`src/rtl/vmodel_pkg.sv`:
```
// Shared constants and helpers for the vmodel wrapper and its stream adapters.
package vmodel_pkg;

    localparam int VMODEL_IN_W  = 60;
    localparam int VMODEL_OUT_W = 70;
    localparam int STREAM_W     = 32;

    typedef enum logic {
        SER_IDLE = 1'b0,
        SER_SEND = 1'b1
    } ser_state_t;

    // Number of stream beats needed to carry a word of word_w bits.
    function automatic int nbeats(input int word_w, input int beat_w);
        return (word_w + beat_w - 1) / beat_w;
    endfunction

endpackage

```
`src/rtl/vmodel_sync_fifo.sv`:
```
// Single-clock capture FIFO; pointers carry an extra wrap bit so full and
// empty are distinguished without a separate count.
module vmodel_sync_fifo
    import vmodel_pkg::*;
#(
    parameter int WIDTH = VMODEL_OUT_W,
    parameter int DEPTH = 2
) (
    input  logic             clk,
    input  logic             rst_n,
    input  logic             push,
    input  logic [WIDTH-1:0] wdata,
    input  logic             pop,
    output logic [WIDTH-1:0] rdata,
    output logic             full,
    output logic             empty
);

    localparam int AW = $clog2(DEPTH);

    logic [WIDTH-1:0] mem [DEPTH];
    logic [AW:0]      wr_ptr;
    logic [AW:0]      rd_ptr;
    logic             do_push;
    logic             do_pop;

    assign full    = (wr_ptr[AW] != rd_ptr[AW]) && (wr_ptr[AW-1:0] == rd_ptr[AW-1:0]);
    assign empty   = (wr_ptr == rd_ptr);
    assign do_push = push && !full;
    assign do_pop  = pop && !empty;
    assign rdata   = mem[rd_ptr[AW-1:0]];

    // Storage array; contents are only meaningful between the pointers.
    always_ff @(posedge clk) begin
        if (do_push) begin
            mem[wr_ptr[AW-1:0]] <= wdata;
        end
    end

    // Pointer update; reset empties the FIFO.
    always_ff @(posedge clk or negedge rst_n) begin
        if (!rst_n) begin
            wr_ptr <= '0;
            rd_ptr <= '0;
        end else begin
            if (do_push) begin
                wr_ptr <= wr_ptr + (AW+1)'(1);
            end
            if (do_pop) begin
                rd_ptr <= rd_ptr + (AW+1)'(1);
            end
        end
    end

endmodule

```
`src/rtl/vmodel_out_serializer.sv`:
```
// Captures vmodel output words and streams them out LSB beat first.
//
// state    | meaning
// ---------+-----------------------------------------------------------
// SER_IDLE | shift register empty, waiting for a word in the FIFO
// SER_SEND | presenting beats of the current word; m_valid asserted
module vmodel_out_serializer
    import vmodel_pkg::*;
#(
    parameter int IN_W  = VMODEL_OUT_W,
    parameter int OUT_W = STREAM_W,
    parameter int DEPTH = 2,
    parameter int CNT_W = 16
) (
    input  logic             clk,
    input  logic             rst_n,
    input  logic             in_valid,
    input  logic [IN_W-1:0]  in_data,
    output logic             in_ready,
    output logic             m_valid,
    input  logic             m_ready,
    output logic [OUT_W-1:0] m_data,
    output logic             m_last,
    output logic             overflow,
    output logic [CNT_W-1:0] frame_cnt
);

    localparam int NBEATS = nbeats(IN_W, OUT_W);
    localparam int BEAT_W = (NBEATS > 1) ? $clog2(NBEATS) : 1;
    localparam int PAD_W  = NBEATS * OUT_W;
    localparam logic [BEAT_W-1:0] LAST_BEAT = BEAT_W'(NBEATS - 1);

    ser_state_t        state_q;
    ser_state_t        state_d;
    logic [PAD_W-1:0]  shift_q;
    logic [BEAT_W-1:0] beat_q;
    logic              last_q;
    logic              overflow_q;
    logic [CNT_W-1:0]  frame_cnt_q;

    logic              fifo_full;
    logic              fifo_empty;
    logic [IN_W-1:0]   fifo_rdata;
    logic              fifo_push;
    logic              fifo_pop;
    logic              beat_hs;

    // in_ready depends on FIFO pointer state only, never on m_ready.
    assign in_ready  = !fifo_full;
    assign fifo_push = in_valid && !fifo_full;

    vmodel_sync_fifo #(
        .WIDTH (IN_W),
        .DEPTH (DEPTH)
    ) u_fifo (
        .clk   (clk),
        .rst_n (rst_n),
        .push  (fifo_push),
        .wdata (in_data),
        .pop   (fifo_pop),
        .rdata (fifo_rdata),
        .full  (fifo_full),
        .empty (fifo_empty)
    );

    // FSM state register.
    always_ff @(posedge clk or negedge rst_n) begin
        if (!rst_n) begin
            state_q <= SER_IDLE;
        end else begin
            state_q <= state_d;
        end
    end

    // FSM next-state: leave SEND only when the last beat goes and nothing is queued.
    always_comb begin
        state_d = state_q;
        case (state_q)
            SER_IDLE: if (!fifo_empty) state_d = SER_SEND;
            SER_SEND: if (beat_hs && last_q && fifo_empty) state_d = SER_IDLE;
            default:  state_d = SER_IDLE;
        endcase
    end

    // FSM outputs: valid is a direct state decode; pop on idle or back-to-back reload.
    always_comb begin
        m_valid  = (state_q == SER_SEND);
        beat_hs  = (state_q == SER_SEND) && m_ready;
        fifo_pop = 1'b0;
        if (!fifo_empty) begin
            if (state_q == SER_IDLE) begin
                fifo_pop = 1'b1;
            end else if (beat_hs && last_q) begin
                fifo_pop = 1'b1;
            end
        end
    end

    // Shift register and beat counter; the low OUT_W bits are always the current beat.
    always_ff @(posedge clk or negedge rst_n) begin
        if (!rst_n) begin
            shift_q <= '0;
            beat_q  <= '0;
            last_q  <= 1'b0;
        end else if (fifo_pop) begin
            shift_q <= PAD_W'(fifo_rdata);
            beat_q  <= '0;
            last_q  <= (NBEATS == 1);
        end else if (beat_hs && !last_q) begin
            shift_q <= shift_q >> OUT_W;
            beat_q  <= beat_q + BEAT_W'(1);
            last_q  <= ((beat_q + BEAT_W'(1)) == LAST_BEAT);
        end else if (beat_hs) begin
            last_q  <= 1'b0;
        end
    end

    // Sticky overflow on a dropped word and completed-frame counter.
    always_ff @(posedge clk or negedge rst_n) begin
        if (!rst_n) begin
            overflow_q  <= 1'b0;
            frame_cnt_q <= '0;
        end else begin
            if (in_valid && fifo_full) begin
                overflow_q <= 1'b1;
            end
            if (beat_hs && last_q) begin
                frame_cnt_q <= frame_cnt_q + CNT_W'(1);
            end
        end
    end

    assign m_data    = shift_q[OUT_W-1:0];
    assign m_last    = last_q;
    assign overflow  = overflow_q;
    assign frame_cnt = frame_cnt_q;

endmodule

```
`config.mk`:
```
export PLATFORM = sky130hd
export DESIGN_NAME = vmodel_out_serializer
export DESIGN_NICKNAME = d
export VERILOG_FILES = /design/src/rtl/vmodel_pkg.sv /design/src/rtl/vmodel_sync_fifo.sv /design/src/rtl/vmodel_out_serializer.sv
export SDC_FILE = /design/constraint.sdc
export NUM_CORES = 1
export LEC_CHECK = 0
export BUFFER_PORTS_ARGS = -buffer_cell sky130_fd_sc_hd__clkbuf_2
export CORE_UTILIZATION = 50
export CTS_CLUSTER_DIAMETER = 50
export DETAILED_ROUTE_END_ITERATION = 16
export PLACE_DENSITY = 0.77
export SYNTH_ARGS = -nofsm -noshare
export SYNTH_HDL_FRONTEND = slang
export SYNTH_HIERARCHICAL = 1
export SYNTH_SLANG_ARGS = --single-unit
```
`constraint.sdc`:
```
create_clock -name clk -period 7.2 [get_ports clk]
set_input_delay 0.72 -clock clk [delete_from_list [all_inputs] [get_ports clk]]
set_output_delay 0.72 -clock clk [all_outputs]
set_load 0.01 [all_outputs]
```
==> flow_summary.toml, run 1 <==
[outcome]
outcome = "completed"

[clock_tree]
cts_root_buf = "clkbuf_16"
clock_latency_ps = 500
htree_levels = 1
postCtsSetupBuffers = 0
cts_sinks = 235
cts_tree = "built"
cts-resized-gates = 0
numCtsBuffers = 24
cts.hold.buffers_added = 0
path_clk_slew_ps = 60
clock_path_buffers = 3

[sta]
hold_viol_final = 0
final.setup.tns_ps = 0
period_minus_slack_ps = 2920
max_freq_mhz = 343
slew_viol_final = 0
setup_viol = 0
skew_ps = 10.2
slew-limit-headroom_pct = 23.0
finalCritPeriodShare_pct = 40.5
rsz0062_at_grt = "no"
worstMarginPinSlew_ps = 1160

[logic_synthesis]
yosysSeqAreaShare_pct = 69.3
syn_nets = 714
ys_ff_latch = 235
syn-mean-instance-area_um2 = 14.9
synth_cells = 638
synth_top_area_cell = "edfxtp_1"
ys_types = 37
syn-cell-area_mm2 = 0.00950
synth_top_area_share_pct = 44.2
ys_top_cells_by_area = "edfxtp_1, dfrtp_1, mux2_2"
yosysWarnings = 6

[global_route]
grt_pass1_vias = 5398
grt_pass1_wl_um = 27500
busiest_layer = "met2"
grtUsageTotal_pct = 17.8
grt_max_degree = 116
grtUsageMet3_pct = 3.92
overflow = 0
antenna_found_initial = 0
grt_use_met2_pct = 29.6
use_met1_pct = 23.3

[pwr]
power_density_mw_per_mm2 = 424
vdd_drop_max_mv = 0.243
p_leak_uw = 0.00466

[floorplanning]
core_mm2 = 0.0186
die-width_um = 140
row_count = 50
io_pins = 126
die_y_um = 140
dieArea_mm2 = 0.0196
initial_utilization_pct = 51.0

[detailed_routing]
drt_iter0_drc = 356
wl_um = 17200
drtPass1Iterations = 4
wl_per_cell_um = 17.5
viasPerCell = 5.29
drc = 0
drtAntennaViolNets = 0
vias = 5201

[worst_setup_path]
critPathSlowestCell = "buf_4"
max_stage_delay_ps = 820
worst_setup_path_start_kind = "flop"
critPathKind = "flop to flop"
setup.worst_path.end_class = "flop"
required_ps = 7320
worstPathMaxFanout = 76
crit_path_cell_trace = "buf_4 > nor2_1 > nor3b_2 > buf_4"
cp.arrival_ps = 3040
crit_top_cell = "buf_4"

[finish]
regArea_mm2 = 0.00659
syn_to_final_growth_pct = 14.1
layout-drive-gt1-share_pct = 32.6
utilization_pct = 58.2
n_fill_cell = 1435
final_cells = 984
final_common_cell = "edfxtp_1"
mostFrequentLayoutCells = "edfxtp_1, clkbuf_2, dfrtp_1"
nets = 806
multi_input_area_mm2 = 0.00249

[hold_path]
hold_class = "input pin to asynchronous set/reset pin"

[job]
cap_viol_max_count = 0

[place]
place_inst = 938
io_buffers = 125
hpwl_um = 10400
finalWeightedCongestion = 0.745
[flip-flops by register name, summed over array words and instances (netlist names)]
| register | flops |
|---|---|
| frame_cnt | 16 |
| m_valid | 1 |
| u_fifo/wr_ptr | 2 |
| u_fifo/mem | 140 |
| u_fifo/rd_ptr | 2 |
| shift_q | 70 |
| overflow | 1 |
| m_last | 1 |
| beat_q | 2 |
[synthesized netlist by cell type, drive strengths merged]
cell    count
mux2i       7
nand2      87
nand4       4
dfrtp      95
a21oi       5
nor2b       1
a21o       33
nor3        4
nand3       8
a22o       32
and3        1
edfxtp    140
ha          2
or2         1
nand3b      1
a21boi      1
buf        57
xnor2      13
inv         4
xor2        6
a211oi      1
clkbuf      7
nor2       11
a31oi       1
mux2       71
o21ai      43
nor4        1
nor3b       1
[worst max-delay path, delay by kind of cell (launching register included)]
kind          cells  cell delay, ps
buf+inv           2            1570
simple gates      2             460
flops             1             410
[stage by stage]
step,setup WS (ps),total power [uW],instance area [um2],hold slack [ps]
2_1_floorplan,267,3180,9500,424
3_3_place_gp,4370,3340,10100,438
3_5_place_dp,4240,3420,10100,447
4_1_cts,4180,4650,10800,176
5_1_grt,4030,4840,10800,192
6_report,4280,4600,10800,162
[power by group]
| group | internal, uW | leakage (uW) | total [uW] | switching (uW) |
|---|---|---|---|---|
| clock | 729 | 0.000374 | 1210 | 482 |
| combinational | 569 | 0.00174 | 1320 | 748 |
| sequential | 1900 | 0.00255 | 2070 | 173 |
[layout make-up]
class                   instances  share of cell area [%]
inverters                       4                   0.138
flip-flops and latches        235                    60.7
diodes                          2                  0.0462
multi-input cells             335                    23.0
repair buffers                130                    6.14
clock inverters                10                   0.958
clock buffers                  34                    6.27
well taps                     234                    2.70
[kinds of logic after synthesis]
group                      Yosys count  synth area share (%)
buffers and inverters               68                  4.91
xor gates and xnor gates            19                  1.75
AOI/OAI and AO/OA                  116                  8.35
muxes                               78                  10.1
adders and majority gates            2                 0.263
DFF                                235                  69.3
and+or+nand+nor                    120                  5.32
[final timing paths]
check                                      start                 to  slack [ps]  depth (start not counted)
worst min register to register          overflow           overflow         460                          1
worst min-delay path                       rst_n        shift_q[17]         160                          1
worst max-delay path            u_fifo/rd_ptr[0]  u_fifo/mem[0][63]        4280                          4
min in group clk                     in_data[49]  u_fifo/mem[1][49]         400                          1
max in group asynchronous                  rst_n   u_fifo/rd_ptr[0]        5840                          2
worst max register to register  u_fifo/rd_ptr[0]  u_fifo/mem[0][63]        4280                          4
[layer usage]
layer / routed length, um / up-vias
li1: - / 2468
met1: 7410 / 2570
met2: 8410 / 133
met3: 983 / 30
met4: 370 / 0
met5: 0 / -
Note: power is estimated with default switching activity, not from simulation.
==> inputs of run 2 (changes only) <==
--- a/config.mk
+++ b/config.mk
@@ -9,7 +9,7 @@
 export CORE_UTILIZATION = 50
 export CTS_CLUSTER_DIAMETER = 50
 export DETAILED_ROUTE_END_ITERATION = 16
-export PLACE_DENSITY = 0.77
+export PLACE_DENSITY = 0.75
 export SYNTH_ARGS = -nofsm -noshare
 export SYNTH_HDL_FRONTEND = slang
 export SYNTH_HIERARCHICAL = 1
==> constraint.sdc (replaced) <==
create_clock -name clk -period 2.9 [get_ports clk]
set_input_delay 0.29 -clock clk [delete_from_list [all_inputs] [get_ports clk]]
set_output_delay 0.29 -clock clk [all_outputs]
set_load 0.01 [all_outputs]
==> run 2 against run 1 <==
Against the previous run:
- register-to-register slack got worse by 3800 ps
- power rose to 2.6 times the previous value
- critical endpoint is now shift_q[2]
- routed wire length rose by 6.9%
- sequential power rose to 2.5 times the previous value
- via count rose by 7.3%
- count of clock-buffer cells in the layout fell by 2
- global-route usage rose by 1.5 points
- first-iteration DRC count fell by 16%
- hold slack improved by 46 ps
- largest cell class unchanged
- sequential share of layout area fell by 4.7 points
==> flow_summary.toml, run 2 (synthesized netlist as in run 1, its figures left out) <==
[outcome]
outcome = "completed"

[sta]
holdWs_ps = 209
skew_ps = 17.5
slew-limit-headroom_pct = 39.1
period_minus_slack_ps = 2380
finalCritPeriodShare_pct = 81.9
setup_viol = 0
hold_viol_final = 0
max_freq_mhz = 421
rsz0062_at_grt = "no"
slew_viol_final = 0
worstMarginPinSlew_ps = 912
final.setup.tns_ps = 0

[global_route]
grt_max_degree = 66
grtUsageTotal_pct = 19.3
overflow = 0
grt_pass1_vias = 5960
grt_pass1_wl_um = 29800
antenna_found_initial = 0

[floorplanning]
dieArea_mm2 = 0.0196
core_mm2 = 0.0186
initial_utilization_pct = 51.0
die_y_um = 140
row_count = 50
io_pins = 126
die-width_um = 140

[finish]
layout-drive-gt1-share_pct = 31.6
syn_to_final_growth_pct = 23.6
utilization_pct = 63.0
regArea_mm2 = 0.00659
mostFrequentLayoutCells = "edfxtp_1, clkbuf_2, dfrtp_1"
final_cells = 1064
nets = 886
n_fill_cell = 1384
antenna_cells = 0
largest_register_ffs = 140
final_common_cell = "edfxtp_1"
multi_input_area_mm2 = 0.00250

[clock_tree]
cts_sinks = 235
htree_levels = 1
clock_path_buffers = 3
clock_latency_ps = 530
numCtsBuffers = 26
cts_root_buf = "clkbuf_16"
path_clk_slew_ps = 60
cts_tree = "built"
cts-resized-gates = 0

[worst_setup_path]
required_ps = 3350
cp.arrival_ps = 2820
worstPathMaxFanout = 32
reg2regPathDepth = 5
worst_setup_path_start_kind = "flop"
critPathKind = "flop to flop"
setup.worst_path.end_class = "flop"

[pwr]
power.total_uw = 11900
p_leak_uw = 0.00506
vdd_drop_max_mv = 0.534
power_density_mw_per_mm2 = 1010

[place]
io_buffers = 125
hpwl_um = 11400
finalWeightedCongestion = 0.760
place_inst = 944

[detailed_routing]
drc = 0
vias = 5579
drtAntennaViolNets = 0
wl_per_cell_um = 17.3
viasPerCell = 5.24
drtPass1Iterations = 5
drt_iter0_drc = 298
wl_um = 18400

[hold_path]
hold_class = "input pin to flop"
whs_path_depth = 3

[job]
cap_viol_max_count = 0
==> run 2: cell count changes in the layout (fill, tap and decap cells not counted), moves of 2 or more <==
cell           change
buf_12             +2
buf_4              +4
clkbuf_16          +3
inv_6              +3
diode_2            -2
clkinvlp_4         +2
clkbuf_1           -5
dlygate4sd3_1     +72
clkinv_1           -3
clkinv_2           +3
==> run 2: area by class of cell <==
cell class	count	area share, %
flip-flops and latches	235	56.1
clock inverters	16	1.34
inverters	4	0.128
well taps	234	2.49
repair buffers	208	12.4
multi-input cells	335	21.3
clock buffers	32	6.26
==> run 2: worst paths after layout <==
check	from	to	slack [ps]
setup reg to reg	u_fifo/rd_ptr[0]	shift_q[2]	520
min in group asynchronous	rst_n	shift_q[53]	400
max in group asynchronous	rst_n	shift_q[3]	1710
setup / recovery	u_fifo/rd_ptr[0]	shift_q[2]	520
hold / removal	m_ready	frame_cnt[0]	210
hold reg to reg	shift_q[3]	shift_q[3]	480
==> run 2: layer usage <==
layer	up-vias	wire length (um)	global-route usage (%)
met3	34	722	2.82
met4	0	542	8.04
li1	2629	-	-
met2	143	9370	33.8
met5	-	0	0
met1	2773	7730	24.1
==> run 2: worst max-delay path: stages, from the launching register on <==
cell and delay (ps):
dfrtp_4 620, xor2_1 230, nor2_1 310, a21oi_4 180
nor2_4 730, a21o_1 230
==> run 2: power breakdown <==
| part | internal [uW] | switching [uW] |
|---|---|---|
| registers | 4690 | 505 |
| logic | 1530 | 1860 |
| clock network | 2000 | 1330 |
==> run 2: timing repair <==
| action | 4_1_cts | 5_1_grt |
|---|---|---|
| buffers inserted | 0 | 0 |
| endpoints found under the hold margin | 202 | 0 |
| hold buffers | 72 | 0 |
==> run 2: through the flow <==
step	setup WS, ps	area [um2]
after global placement	660	10100
after floorplan	-573	9520
after global routing	265	11700
after CTS	528	11700
after detailed placement	553	10100
final	524	11700
==> inputs of run 3 (changes only) <==
==> constraint.sdc (replaced) <==
create_clock -name clk -period 2.5 [get_ports clk]
set_input_delay 0.25 -clock clk [delete_from_list [all_inputs] [get_ports clk]]
set_output_delay 0.25 -clock clk [all_outputs]
set_load 0.01 [all_outputs]
==> run 3 against run 2 <==
Against the previous run:
- sequential cell count did not move
- sequential power is 15% higher
- maximum frequency up 2.5%
- die area unchanged
- combinational power is 21% higher
- design area shrank 0.25%
- global-route usage shrank 0.36 points
- cell count decreased by 0.19%
- non-clock buffer count up 2
- via count fell by 0.45%
- core utilization fell by 0.15 points
- power rose by 14%
- critical path type unchanged
- critical endpoint is now u_fifo/mem[1][58]
==> flow_summary.toml, run 3 (synthesized netlist as in run 1, its figures left out) <==
[outcome]
outcome = "completed"

[finish]
antenna_cells = 0
nets = 886
final_cells = 1062
syn_to_final_growth_pct = 23.3
layout-drive-gt1-share_pct = 31.2
utilization_pct = 62.8
largest_register_ffs = 140
n_fill_cell = 1380
mostFrequentLayoutCells = "edfxtp_1, clkbuf_2, dfrtp_1"
final_common_cell = "edfxtp_1"

[pwr]
seqPwrFrac_pct = 44.0
sw_frac_of_total_pct = 30.5
combPwrFrac_pct = 30.2
power_density_mw_per_mm2 = 1150
internal_power_uw = 9400
pwr-share-clk_pct = 25.8
p_leak_uw = 0.00505
vdd_drop_max_mv = 0.758
p_switching_uw = 4130

[sta]
period_minus_slack_ps = 2320
setup_viol = 0
final.setup.tns_ps = 0
worstMarginPinSlew_ps = 852
fin_ws_ps = 181
hold_viol_final = 0
rsz0062_at_grt = "no"
finalCritPeriodShare_pct = 92.8
slew_viol_final = 0
max_freq_mhz = 431
skew_ps = 7.56
slew-limit-headroom_pct = 43.1

[global_route]
grt_pass1_vias = 5817
overflow = 0
grtUsageTotal_pct = 19.0
grt_max_degree = 77
antenna_found_initial = 0
grt_pass1_wl_um = 29200

[place]
hpwl_um = 11300
place_inst = 946
io_buffers = 125
dp_slack_ps = 280
finalWeightedCongestion = 0.782

[worst_setup_path]
cp.arrival_ps = 2480
worst_setup_path_start_kind = "flop"
setup.worst_path.end_class = "flop"
required_ps = 2660
worstPathMaxFanout = 27
critPathKind = "flop to flop"

[floorplanning]
row_count = 50
io_pins = 126
die_y_um = 140
core_mm2 = 0.0186
die-width_um = 140
dieArea_mm2 = 0.0196
initial_utilization_pct = 51.0

[detailed_routing]
drtAntennaViolNets = 0
drt_iter0_drc = 272
drc = 0
drtPass1Iterations = 6
vias = 5554
wl_um = 18100
wl_per_cell_um = 17.0
viasPerCell = 5.23

[clock_tree]
clock_latency_ps = 510
htree_levels = 1
path_clk_slew_ps = 60
cts_sinks = 235
cts-resized-gates = 0
clock_path_buffers = 3
cts_tree = "built"
postCtsSetupBuffers = 0
cts.hold.buffers_added = 72
numCtsBuffers = 24
cts_root_buf = "clkbuf_16"

[job]
cap_viol_max_count = 0

[hold_path]
hold_class = "input pin to flop"
## run 3: cell types whose count changed in the layout (fill, tap and decap cells not counted)
cell,delta
inv_6,-4
clkbuf_8,+4
buf_12,+4
clkinv_2,+1
buf_4,-2
clkinv_4,+1
bufinv_16,-1
clkbuf_1,+2
clkinvlp_4,-4
clkbuf_16,-3
## run 3: worst paths after layout
path | slack (ps) | start | endpoint | cells after the start
hold reg to reg | 470 | overflow | overflow | 1
setup reg to reg | 180 | u_fifo/wr_ptr[0] | u_fifo/mem[1][58] | 6
hold / removal | 200 | m_ready | frame_cnt[0] | 3
min in group asynchronous | 360 | rst_n | shift_q[50] | 2
max in group asynchronous | 1520 | rst_n | shift_q[20] | 3
setup / recovery | 180 | u_fifo/wr_ptr[0] | u_fifo/mem[1][58] | 6
## run 3: through the flow
| step | total power [uW] | area [um2] | hold WS (ps) |
|---|---|---|---|
| 2_1_floorplan | 9100 | 9520 | -45.6 |
| 5_1_grt | 14200 | 11700 | 216 |
| 6_report | 13500 | 11700 | 200 |
| 3_5_place_dp | 10100 | 10200 | 367 |
| 3_3_place_gp | 9820 | 10200 | 360 |
| 4_1_cts | 13700 | 11700 | 169 |
## run 3: per-layer routing
metal / track usage [%] / share of wire [%]
met4: 6.02 / 1.8
met5: 0 / 0
met2: 33.9 / 51
met3: 3.06 / 5.2
met1: 23.5 / 42
## run 3: worst max-delay path: stages, from the launching register on
cell	delay (ps)
dfrtp_1	530
xor2_1	290
nor2_1	110
nor2b_1	260
nand2_1	190
a21oi_4	200
buf_4	390
## run 3: power by group through the flow
| stage | Sequential (uW) | Combinational (uW) | Clock [uW] |
|---|---|---|---|
| finish | 5950 | 4090 | 3490 |
| global route | 6050 | 4470 | 3720 |
| CTS | 5950 | 4160 | 3570 |
| detailed placement | 6020 | 4040 | 0 |
| global placement | 5950 | 3870 | 0 |
| floorplan | 5880 | 3230 | 0 |
## run 3: cell type report
class	count	area (um2)	share of cell area (%)
Tap cell	234	293	2.50
Inverter	4	15.0	0.128
Timing Repair Buffer	210	1520	13.0
Multi-Input combinational cell	335	2500	21.3
Clock inverter	9	76.3	0.651
Sequential cell	235	6590	56.2
Clock buffer	35	723	6.17
